### config.mk
export PLATFORM = sky130hd
export DESIGN_NAME = seg7_scan
export DESIGN_NICKNAME = d
export VERILOG_FILES = /design/src/rtl/seg7_scan.sv
export SDC_FILE = /design/constraint.sdc
export NUM_CORES = 1
export LEC_CHECK = 0
export CAP_MARGIN = 20
export CORE_ASPECT_RATIO = 0.7
export CORE_UTILIZATION = 55
export DETAILED_ROUTE_END_ITERATION = 10
export GPL_TIMING_DRIVEN = 1
export MAX_ROUTING_LAYER = met4
export PLACE_DENSITY_LB_ADDON = 0.15
export SYNTH_ARGS = -nofsm -noshare
export SYNTH_HDL_FRONTEND = slang
export SYNTH_SLANG_ARGS = --single-unit
### constraint.sdc
create_clock -name clk -period 2.45 [get_ports clk]
set_input_delay 0.49 -clock clk [delete_from_list [all_inputs] [get_ports clk]]
set_output_delay 0.49 -clock clk [all_outputs]
set_load 0.02 [all_outputs]
### src/rtl/seg7_scan.sv
// rtl/seg7_scan.sv - multiplexed 7-segment display scanner with frame-synchronous updates
//
// Parameters:
//   NDIGITS   number of multiplexed digits (1..8)
//   PRESCALE  clocks per digit slot (>=2)
// Ports:
//   clk        sole clock, rising edge
//   rst_n      asynchronous active-low reset
//   load_i     capture value_i/dp_i this cycle
//   value_i    hex nibbles, nibble k drives digit k (digit 0 least significant)
//   dp_i       decimal point request per digit, 1 = lit
//   lzb_i      leading-zero blanking request
//   seg_o      segments a..g on bits 0..6, active-low
//   dp_o       decimal point segment, active-low
//   an_o       digit enables, active-low, at most one low
//   pending_o  staged update waiting for the frame boundary
//   frame_o    one-clock pulse at the start of each frame
// Optional feature: leading-zero blanking is built only when SEG7_SCAN_LZB_EN is defined.

module seg7_scan #(
    parameter int NDIGITS  = 4,
    parameter int PRESCALE = 50000
) (
    input  logic                   clk,
    input  logic                   rst_n,
    input  logic                   load_i,
    input  logic [4*NDIGITS-1:0]   value_i,
    input  logic [NDIGITS-1:0]     dp_i,
    input  logic                   lzb_i,
    output logic [6:0]             seg_o,
    output logic                   dp_o,
    output logic [NDIGITS-1:0]     an_o,
    output logic                   pending_o,
    output logic                   frame_o
);

    localparam int PW = $clog2(PRESCALE);
    localparam int IW = (NDIGITS > 1) ? $clog2(NDIGITS) : 1;
    localparam logic [PW-1:0] CNT_LAST = PW'(PRESCALE - 1);
    localparam logic [IW-1:0] IDX_LAST = IW'(NDIGITS - 1);

    logic [PW-1:0]          cnt;
    logic [IW-1:0]          idx;
    logic [4*NDIGITS-1:0]   stage_val;
    logic [NDIGITS-1:0]     stage_dp;
    logic [4*NDIGITS-1:0]   disp_val;
    logic [NDIGITS-1:0]     disp_dp;

    logic                   tick;
    logic                   boundary;
    logic [3:0]             cur_nib;
    logic                   cur_dp;
    logic [NDIGITS-1:0]     blank_vec;
    logic                   blank_cur;

    function automatic logic [6:0] seg_decode(input logic [3:0] nib);
        logic [6:0] s;
        case (nib)
            4'h0: s = 7'h40;
            4'h1: s = 7'h79;
            4'h2: s = 7'h24;
            4'h3: s = 7'h30;
            4'h4: s = 7'h19;
            4'h5: s = 7'h12;
            4'h6: s = 7'h02;
            4'h7: s = 7'h78;
            4'h8: s = 7'h00;
            4'h9: s = 7'h10;
            4'hA: s = 7'h08;
            4'hB: s = 7'h03;
            4'hC: s = 7'h46;
            4'hD: s = 7'h21;
            4'hE: s = 7'h06;
            default: s = 7'h0E;
        endcase
        return s;
    endfunction

    assign tick     = (cnt == CNT_LAST);
    assign boundary = tick && (idx == IDX_LAST);
    assign cur_nib  = disp_val[4*int'(idx) +: 4];
    assign cur_dp   = disp_dp[idx];

    // A digit k>0 is a leading zero when it and every digit above it is zero
    // and carries no decimal point; scan from the top down accumulating that.
    always_comb begin
        logic upper_clear;
        blank_vec   = '0;
        upper_clear = 1'b1;
        for (int k = NDIGITS - 1; k >= 1; k--) begin
            upper_clear  = upper_clear && (disp_val[4*k +: 4] == 4'h0) && !disp_dp[k];
            blank_vec[k] = upper_clear;
        end
    end

`ifdef SEG7_SCAN_LZB_EN
    assign blank_cur = lzb_i && blank_vec[idx];
`else
    logic unused_lzb;
    assign unused_lzb = lzb_i ^ (|blank_vec);
    assign blank_cur  = 1'b0;
`endif

    // Scan timing: prescaler and digit index.
    always_ff @(posedge clk or negedge rst_n) begin
        if (!rst_n) begin
            cnt     <= '0;
            idx     <= '0;
            frame_o <= 1'b0;
        end else begin
            frame_o <= boundary;
            if (tick) begin
                cnt <= '0;
                idx <= (idx == IDX_LAST) ? '0 : idx + 1'b1;
            end else begin
                cnt <= cnt + 1'b1;
            end
        end
    end

    // Staging and display registers. Updates land only at the frame boundary
    // so a frame never shows a mix of old and new digits. A load that lands
    // on the boundary itself bypasses staging.
    always_ff @(posedge clk or negedge rst_n) begin
        if (!rst_n) begin
            stage_val <= '0;
            stage_dp  <= '0;
            disp_val  <= '0;
            disp_dp   <= '0;
            pending_o <= 1'b0;
        end else begin
            if (load_i) begin
                stage_val <= value_i;
                stage_dp  <= dp_i;
            end
            if (boundary) begin
                pending_o <= 1'b0;
                if (load_i) begin
                    disp_val <= value_i;
                    disp_dp  <= dp_i;
                end else if (pending_o) begin
                    disp_val <= stage_val;
                    disp_dp  <= stage_dp;
                end
            end else if (load_i) begin
                pending_o <= 1'b1;
            end
        end
    end

    // Registered pin drivers. The first prescaler count of each slot keeps
    // every anode off so the previous digit's segments cannot ghost.
    always_ff @(posedge clk or negedge rst_n) begin
        if (!rst_n) begin
            seg_o <= 7'h7F;
            dp_o  <= 1'b1;
            an_o  <= '1;
        end else begin
            an_o  <= (cnt == '0) ? '1 : ~(NDIGITS'(1) << idx);
            seg_o <= blank_cur ? 7'h7F : seg_decode(cur_nib);
            dp_o  <= blank_cur ? 1'b1 : ~cur_dp;
        end
    end

endmodule

==> results.yml <==
sta:
  worst_slew_pin_slew_ps: 603
  finalSetupViolations: 0
  max_freq_mhz: 448
  hold_ws_ps: 154
  fin_crit_ps: 2230
  slew_headroom: 0.598
  grt_setup_unrepaired: "no"
  hold_viol: 0
  fin_crit_sh: 0.911
  drv_slew: 0
  clock_skew_ps: 9.31
  setup_tns_ps: 0
synth:
  synth_edf_count: 0
  postSynthCellCount: 240
  synth_mux_area_frac: 0.205
  synth-seq-cells: 72
  syn_avg_cell_area_um2: 13.6
  synth_area_leaders: "dfrtp_1, dfstp_2, mux2_4"
  synth-simple-area-share: 0.104
  yosysUniqueCellTypes: 37
  yosysMostFrequentCell: "dfrtp_1"
  synth-async-reset-ratio: 1.00
  synthXorXnorAreaFrac: 0.0321
  ys_warn_count: 0
  syn_area_um2: 3270
  yosysSeqAreaShare: 0.555
  synth_compound_area_frac: 0.0313
  yosys.area.top_type: "dfrtp_1"
  synthAdderAreaFrac: 0.0459
  netlist.area_leader.share: 0.459
  syn_nets: 276
  synth_top_family_by_area: "multiplexers"
  synth_common_cells: "dfrtp_1, mux2_2, mux2_4"
  dominantRegCellSynth: "dfrtp_1"
finish:
  fillers: 428
  nets: 320
  area_delta_synth_final_pct: 18.8
  drive_above_1_share: 0.284
  seq_area_um2: 1820
  multi_input_area_um2: 1370
  antenna_cells: 0
power_and_ir_drop:
  power.density_nw_per_um2: 552
  p_leak_nw: 1.77
  peakVddDrop_v: 0.000402
setup_path:
  worst-path-buf-inv: 1
  worstPathRequired_ps: 2680
  cp.depth: 5
  end_kind: "register"
  arrival_ps: 2460
  cp_max_fo: 20
  crit_chain: "or4_4 -> nor4_4 -> nand4b_2 -> buf_4 -> mux2_4"
  max_stage_delay_ps: 560
  rr_worst_depth: 5
  slowest_stage: "or4_4"
  cp_top_family: "simple AND/OR/NAND/NOR gates"
  path_class: "reg2reg"
  start_kind: "register"
grt:
  grt_pass1_vias: 1871
  grt_pass1_wl_um: 9360
  grt_max_degree: 47
  grt_overflow_total: 0
  track_usage: 0.213
  antenna_found_initial: 0
clock_tree:
  cts_setup_buffers: 0
  cts_tree: "built"
  ctsHoldBuffers: 0
  cts_resized: 0
  clock_latency_ps: 340
  clockBufferDepth: 2
  path_clk_slew_ps: 70
  cts.sinks: 72
  cts-root-buf: "clkbuf_8"
  cts_buffers: 9
  htreeDepth: 3
placed_design:
  gp_congestion: 0.849
  port_buffers: 36
  dp_hpwl_um: 3790
drt:
  first_pass_iters: 4
  vias: 1917
  antenna_left: 0
  wl_per_cell_um: 15.1
  route.detailed.drc: 0
  drt_iter0_markers: 113
  avgViaCountPerCell: 5.27
  drt-total-wl_um: 5500
hold_path:
  hold_class: "in2async"
die:
  core_um2: 5730
  start_util: 0.572
  die_height_um: 66.6
  ios: 38
  die_w_um: 94.2
  die_area_um2: 6270
  rows: 23
job:
  maxCapViolCount: 0
run_status:
  outcome: "finished, final reports clean"
[area by class of cell]
class | count | area share
sequential | 72 | 0.467
multi-input combinational | 149 | 0.352
timing repair buffer | 40 | 0.102
clock buffer | 13 | 0.0383
tap | 75 | 0.0241
inverter | 12 | 0.0116
clock inverter | 3 | 0.00450
[kinds of logic after synthesis]
logic type / count (synthesis)
compound gates: 16
xor+xnor: 12
fa+ha+maj: 12
buf+inv: 19
flops: 72
mux: 48
simple gates: 61
[layout by cell type (no fill, tap or decap), drive strengths merged, types with 5 or more instances in the layout]
cell           instances
nor2                  13
dfstp                 12
nand3                  7
ha                    12
mux4                   5
xor2                   9
buf                    5
o21ai                  5
mux2                  43
dfrtp                 60
clkbuf                13
clkdlybuf4s50         35
inv                   12
nand2                 13
[registers in the layout, summed over array words and instances, names as in the netlist]
register	cells
cnt	16
disp_val	16
stage_val	16
seg_o	7
an_o	4
disp_dp	4
stage_dp	4
idx	2
dp_o	1
frame_o	1
pending_o	1
[power by group]
group	total (mW)	leakage, nW	internal [mW]	switching, mW
combinational	0.116	0.790	0.0648	0.0513
clock	0.801	0.0834	0.393	0.408
sequential	1.23	0.898	1.22	0.00778
total	2.15	1.77	1.68	0.467
[routing by layer]
metal  vias to the layer above  GRT usage  share of wire
met5                         -          -              0
met4                         0     0.0519          0.011
met3                         6     0.0811          0.050
met2                        49      0.276           0.42
met1                       938      0.309           0.52
li1                        924          -              -
[stage by stage]
step,std cells,setup WS [ps],power (mW),instance area [um2],util
global placement,348,258,1.37,3720,0.650
finish,364,218,2.15,3890,0.679
CTS,364,225,2.18,3890,0.679
detailed placement,348,236,1.37,3720,0.650
floorplan,240,392,1.30,3270,-
global route,364,119,2.23,3890,0.679
[final timing paths]
path | start | to | slack, ps
min in group clk | cnt[0] | cnt[0] | 490
max in group asynchronous | rst_n | dp_o | 1600
min reg2reg | cnt[0] | cnt[0] | 490
max reg2reg | cnt[10] | disp_val[8] | 220
min | rst_n | idx[1] | 150
max | cnt[10] | disp_val[8] | 220
No activity file was read; power rests on OpenSTA's default activity.
